<file path="src/rtl/serial_adder_unit_if.sv">
// rtl/serial_adder_unit_if.sv - start/busy/done operand and result bundle for serial_adder_unit
//
// Purpose: groups the operation request (start, a, b, cin) and the result
// (busy, done, sum, cout, optional ovf) of the serial adder.
// Optional port ovf exists only when SERIAL_ADDER_OVF_EN is defined.
// Modports:
//   master - requester: drives start/a/b/cin, observes busy/done/sum/cout[/ovf]
//   slave  - adder:     observes start/a/b/cin, drives busy/done/sum/cout[/ovf]

interface serial_adder_unit_if #(
    parameter int WIDTH = 8
);
    logic             start;
    logic [WIDTH-1:0] a;
    logic [WIDTH-1:0] b;
    logic             cin;
    logic             busy;
    logic             done;
    logic [WIDTH-1:0] sum;
    logic             cout;
`ifdef SERIAL_ADDER_OVF_EN
    logic             ovf;
`endif

    modport master (
        output start, a, b, cin,
`ifdef SERIAL_ADDER_OVF_EN
        input  ovf,
`endif
        input  busy, done, sum, cout
    );

    modport slave (
        input  start, a, b, cin,
`ifdef SERIAL_ADDER_OVF_EN
        output ovf,
`endif
        output busy, done, sum, cout
    );
endinterface

</file>
<file path="src/rtl/serial_adder_unit.sv">
// rtl/serial_adder_unit.sv - digit-serial adder: {cout,sum} = a + b + cin, DIGIT bits per clock
//
// Purpose: adds two WIDTH-bit operands plus carry-in over NDIG = WIDTH/DIGIT
// clocks using one DIGIT-bit adder slice. Operands are captured when start is
// seen while idle; done pulses for one cycle when sum/cout are updated.
// Optional feature macro: SERIAL_ADDER_OVF_EN adds the signed overflow flag ovf.
// Ports:
//   clk - rising-edge clock
//   rst - asynchronous active-high reset
//   bus - serial_adder_unit_if.slave: start, a, b, cin in; busy, done, sum, cout[, ovf] out

module serial_adder_unit #(
    parameter int WIDTH = 8,
    parameter int DIGIT = 2
) (
    input  logic                clk,
    input  logic                rst,
    serial_adder_unit_if.slave  bus
);
    localparam int NDIG = WIDTH / DIGIT;
    localparam int CW   = (NDIG > 1) ? $clog2(NDIG) : 1;
    localparam logic [CW-1:0] LAST = CW'(NDIG - 1);

    typedef enum logic {IDLE, RUN} state_t;

    state_t             state;
    state_t             state_nx;
    logic [CW-1:0]      cnt;
    logic [WIDTH-1:0]   opa;
    logic [WIDTH-1:0]   opb;
    logic [WIDTH-1:0]   res;
    logic               carry;

    logic               busy_c;
    logic               accept;
    logic               last;

    logic [DIGIT:0]       slice;
    logic [WIDTH+DIGIT-1:0] res_cat;
    logic [WIDTH-1:0]     res_nx;

    logic               done_q;
    logic [WIDTH-1:0]   sum_q;
    logic               cout_q;
`ifdef SERIAL_ADDER_OVF_EN
    logic               ovf_q;
    logic               ovf_nx;
`endif

    // The single shared slice: low digit of each operand plus the running carry.
    assign slice = {1'b0, opa[DIGIT-1:0]} + {1'b0, opb[DIGIT-1:0]} + {{DIGIT{1'b0}}, carry};

    // New digit enters the result register from the top, so after NDIG steps
    // the first (least significant) digit has reached bit 0.
    assign res_cat = {slice[DIGIT-1:0], res};
    assign res_nx  = res_cat[WIDTH+DIGIT-1:DIGIT];

`ifdef SERIAL_ADDER_OVF_EN
    // Carry into the MSB is recovered as a^b^s at the MSB of the final digit.
    assign ovf_nx = opa[DIGIT-1] ^ opb[DIGIT-1] ^ slice[DIGIT-1] ^ slice[DIGIT];
`endif

    // State register
    always_ff @(posedge clk or posedge rst) begin
        if (rst) begin
            state <= IDLE;
        end else begin
            state <= state_nx;
        end
    end

    // Next-state logic
    always_comb begin
        state_nx = state;
        case (state)
            IDLE:    if (bus.start) state_nx = RUN;
            RUN:     if (cnt == LAST) state_nx = IDLE;
            default: state_nx = IDLE;
        endcase
    end

    // FSM outputs
    always_comb begin
        busy_c = 1'b0;
        accept = 1'b0;
        last   = 1'b0;
        case (state)
            IDLE:    accept = bus.start;
            RUN: begin
                busy_c = 1'b1;
                last   = (cnt == LAST);
            end
            default: ;
        endcase
    end

    // Datapath and registered results
    always_ff @(posedge clk or posedge rst) begin
        if (rst) begin
            cnt    <= '0;
            opa    <= '0;
            opb    <= '0;
            res    <= '0;
            carry  <= 1'b0;
            done_q <= 1'b0;
            sum_q  <= '0;
            cout_q <= 1'b0;
`ifdef SERIAL_ADDER_OVF_EN
            ovf_q  <= 1'b0;
`endif
        end else begin
            done_q <= last;
            if (accept) begin
                opa   <= bus.a;
                opb   <= bus.b;
                carry <= bus.cin;
                cnt   <= '0;
            end else if (busy_c) begin
                opa   <= opa >> DIGIT;
                opb   <= opb >> DIGIT;
                res   <= res_nx;
                carry <= slice[DIGIT];
                // Holds at LAST so the counter never wraps while idle.
                if (cnt != LAST) begin
                    cnt <= cnt + CW'(1);
                end
                if (last) begin
                    sum_q  <= res_nx;
                    cout_q <= slice[DIGIT];
`ifdef SERIAL_ADDER_OVF_EN
                    ovf_q  <= ovf_nx;
`endif
                end
            end
        end
    end

    assign bus.busy = busy_c;
    assign bus.done = done_q;
    assign bus.sum  = sum_q;
    assign bus.cout = cout_q;
`ifdef SERIAL_ADDER_OVF_EN
    assign bus.ovf  = ovf_q;
`endif

endmodule

</file>
<file path="src/flat_wrapper.sv">
// flat-port wrapper written by rule: the top's interface ports become plain ports
module serial_adder_unit_flat 
#(
    parameter int WIDTH = 8,
    parameter int DIGIT = 2
)
  (clk, rst, bus_start, bus_a, bus_b, bus_cin, bus_busy, bus_done, bus_sum, bus_cout);
  serial_adder_unit_if #(.WIDTH(WIDTH)) bus_i ();
  input  logic clk;
  input  logic rst;
  input wire logic [$bits(bus_i.start)-1:0] bus_start;
  input wire logic [$bits(bus_i.a)-1:0] bus_a;
  input wire logic [$bits(bus_i.b)-1:0] bus_b;
  input wire logic [$bits(bus_i.cin)-1:0] bus_cin;
  output wire logic [$bits(bus_i.busy)-1:0] bus_busy;
  output wire logic [$bits(bus_i.done)-1:0] bus_done;
  output wire logic [$bits(bus_i.sum)-1:0] bus_sum;
  output wire logic [$bits(bus_i.cout)-1:0] bus_cout;
  assign bus_i.start = bus_start;
  assign bus_i.a = bus_a;
  assign bus_i.b = bus_b;
  assign bus_i.cin = bus_cin;
  assign bus_busy = bus_i.busy;
  assign bus_done = bus_i.done;
  assign bus_sum = bus_i.sum;
  assign bus_cout = bus_i.cout;
  serial_adder_unit #(.WIDTH(WIDTH), .DIGIT(DIGIT)) u_core (.clk(clk), .rst(rst), .bus(bus_i));
endmodule
</file>
<file path="config.mk">
export PLATFORM = sky130hd
export DESIGN_NAME = serial_adder_unit_flat
export DESIGN_NICKNAME = d
export VERILOG_FILES = /design/src/rtl/serial_adder_unit_if.sv /design/src/rtl/serial_adder_unit.sv /design/src/flat_wrapper.sv
export SDC_FILE = /design/constraint.sdc
export NUM_CORES = 1
export LEC_CHECK = 0
export CAP_MARGIN = 20
export CORE_UTILIZATION = 50
export CTS_CLUSTER_DIAMETER = 40
export CTS_CLUSTER_SIZE = 20
export DETAILED_ROUTE_END_ITERATION = 10
export HOLD_SLACK_MARGIN = 0.05
export PLACE_DENSITY = 0.78
export SLEW_MARGIN = 0
export SYNTH_ARGS = -nofsm -noshare
export SYNTH_HDL_FRONTEND = slang
export SYNTH_SLANG_ARGS = --single-unit
</file>
<file path="constraint.sdc">
create_clock -name clk -period 1.9 [get_ports clk]
set_input_delay 0.38 -clock clk [delete_from_list [all_inputs] [get_ports clk]]
set_output_delay 0.38 -clock clk [all_outputs]
set_load 0.1 [all_outputs]
</file>
==> run summary <==
- **endpoint class of the critical path** output pin
- **ordered cell list for the critical path** buf_12
- **kind of start point of the critical path** flip-flop
- **Detailed Route Iter0 Violations** 15
- **number of inserted filler cells in the final layout** 257
- **Unique masters post-synth** 20
- **combined global-route utilization of all metal layers** 17.1%
- **fin worst setup slack** 0.176 ns
- **Syn Inst Count** 128
- **row cnt** 20
- **final sum of negative setup slack** 0 ns
- **Root Driver** clkbuf_4
- **HPWL after detailed placement** 1.79 mm
- **Yosys reg bits** 36
- **initial core utilization** 52.3%
- **per-instance average area after synthesis** 12.4 um^2
- **setup repair bufs after CTS** 0
- **CP required** 1.52 ns
- **TritonCTS sink count** 36
- **Min Clock Period, post-route** 1.72 ns
- **CTS resizes** 0
- **power consumption** 3.63 mW
- **crit path buf inv count** 1
- **Die ar.** 3400 um^2
- **logic depth of the worst path, buffers included** 1
- **Crit-path slowest cell** dfrtp_1
- **worst vdd ir** 603 uV
- **Final Max Tran Viols** 0
- **global route overflow** 0
- **clock latency on the worst-skew pair** 0.34 ns
- **Max Fanout on Critical Path** 16
- **maximum root-to-sink buffer count** 2
- **count of buffers from port buffering** 30
- **Placed Instance Area** 1920 um^2
- **antenna violations before repair** 0
- **type of the worst setup path** flip-flop to output pin
- **portion of the post-synthesis area used by sequential elements** 56.9%
- **Antenna Nets Post-Route** 0
- **core area** 3030 um^2
- **CTS buffer count** 5
- **finished layout cell area** 1980 um^2
- **wire length of the first global-routing pass** 4.26 mm
- **WL/cell** 12.0 um
- **critical path data arrival time** 1.34 ns
- **clock skew after layout** 0.00245 ns
- **slowest cell delay on critical path** 0.75 ns
- **FMAX** 0.580 GHz
- **first-pass iteration count of the detailed router** 4
- **number of max-cap violations** 0
- **class of the tightest hold or removal check** primary input to async pin
- **Synth Warn #** 0
- **transition time of the tightest slew-check pin** 0.616 ns
- **maximum level of the CTS H-tree** 2
- **via count of the routed design** 1034
- **leakage power figure** 0.947 nW
- **number of antenna diodes** 0
- **drt via density** 5.00
- **die height** 58.3 um
- **portion of the clock cycle consumed by the worst path in the final layout** 90.8%
- **status** completed
- **# nets final** 185
- **Place WS** 0.349 ns
- **# IOs** 31
- **Net Count, Synth** 151
- **pwr dens** 1840 nW/um^2
- **count of endpoints failing hold in the final timing report** 0
- **RSZ-0062 raised after global routing** no
- **TritonCTS clock tree** yes
- **Netlist Area Pre-Place** 1580 um^2
- **register clock-pin slew on the reported worst setup and hold paths** 0.10 ns
- **hold buffer count at CTS** 0
- **number of global-route vias before repair** 1015
- **area added between synthesis and finish** 24.9%
- **total routed wirelength** 2.48 mm
- **depth of the most critical reg-to-reg path** 4
- **x dimension of the die** 58.3 um
- **global placement routability congestion** 0.725
- **number of setup violations in the final report** 0
- **kind of cell adding the most delay to the critical path** flip-flops
- **headroom to the max-slew limit** 58.9%
- **largest net degree at the start of global routing** 37
- **fraction of final layout cells sized beyond drive strength 1** 20.9%
- **residual DRC count** 0
Yosys cell counts:
cell type / number / area, um^2
a31oi_1: 2 / 12.5
ha_1: 1 / 12.5
dfrtp_1: 36 / 901
inv_1: 9 / 33.8
mux2_2: 10 / 113
o21ai_1: 4 / 20.0
a22o_1: 2 / 17.5
fa_1: 2 / 40.0
o21ai_0: 8 / 40.0
nand2_1: 12 / 45.0
buf_6: 2 / 22.5
nor2_1: 7 / 26.3
xnor2_1: 1 / 8.76
buf_2: 3 / 15.0
a21oi_1: 4 / 20.0
mux2_4: 1 / 15.0
nand2_4: 1 / 11.3
mux2i_1: 20 / 200
buf_8: 1 / 15.0
buf_4: 2 / 15.0
worst register-to-register path, cell delays in order (launching register included):
cell	delay, ns
dfrtp_1	0.36
inv_1	0.06
fa_1	0.44
fa_1	0.52
mux2i_1	0.07
power by group:
| group | internal, mW | total (mW) | switching, mW |
|---|---|---|---|
| Combinational | 0.647 | 1.88 | 1.24 |
| Sequential | 1.10 | 1.33 | 0.231 |
| Clock | 0.183 | 0.420 | 0.237 |
| Total | 1.93 | 3.63 | 1.71 |
per-stage QoR:
step           hold WS (ns)  utilization, %  cells
6_report              0.436            65.3    207
3_5_place_dp          0.479            63.4    199
5_1_grt               0.478            65.3    207
3_3_place_gp          0.463            63.4    199
4_1_cts               0.453            65.3    207
2_1_floorplan         0.449               -    128
cell type report:
cell class	count	area [um^2]	area share [%]
Clock buffer	8	58.8	2.97
Sequential cell	36	901	45.5
Tap cell	44	55.1	2.78
Inverter	9	33.8	1.71
Multi-Input combinational cell	75	582	29.4
Timing Repair Buffer	35	348	17.6
state kept, by name, indices dropped and copies added, names as in the netlist:
register / count
u_core.state: 1
u_core.bus.cout: 1
u_core.opa: 8
u_core.bus.sum: 8
u_core.opb: 8
u_core.carry: 1
u_core.res: 6
u_core.bus.done: 1
u_core.cnt: 2
cells in the final DEF (no fill, tap or decap), drive strengths merged:
| cell | netlist | final |
|---|---|---|
| a21oi | 4 | 4 |
| nand2 | 13 | 13 |
| a31oi | 2 | 2 |
| nor2 | 7 | 7 |
| a22o | 2 | 2 |
| dfrtp | 36 | 36 |
| buf | 8 | 16 |
| xnor2 | 1 | 1 |
| fa | 2 | 2 |
| inv | 9 | 9 |
| ha | 1 | 1 |
| clkdlybuf4s50 | 0 | 19 |
| mux2i | 20 | 20 |
| o21ai | 12 | 12 |
| clkbuf | 0 | 8 |
| mux2 | 11 | 11 |
routing by layer:
layer | up-vias | share of wire, % | track usage, %
met3 | 5 | 5.7 | 6.70
met5 | - | 0 | 0
met2 | 29 | 49 | 28.6
li1 | 499 | - | -
met1 | 501 | 44 | 19.8
met4 | 0 | 1.0 | 6.80
cells by family (layout without fill, tap and decap cells):
group / after synthesis / after routing / share of synthesized area [%]
buffers and inverters: 17 / 52 / 6.40
adder cells (fa/ha/maj): 3 / 3 / 3.32
AO/OA/AOI/OAI: 20 / 20 / 6.95
multiplexers: 31 / 31 / 20.7
flip-flops: 36 / 36 / 56.9
XOR/XNOR: 1 / 1 / 0.553
AND/OR/NAND/NOR: 20 / 20 / 5.21
worst paths after layout:
check	endpoint	start	slack, ns
min in group clk	u_core.opa[4]	u_core.opa[6]	0.49
setup / recovery	bus_busy	u_core.state	0.18
hold / removal	u_core.opb[0]	rst	0.44
max in group asynchronous	u_core.bus.sum[0]	rst	1.16
setup reg to reg	u_core.bus.sum[7]	u_core.carry	0.35
hold reg to reg	u_core.opa[4]	u_core.opa[6]	0.49
No activity file was read; power rests on OpenSTA's default activity.
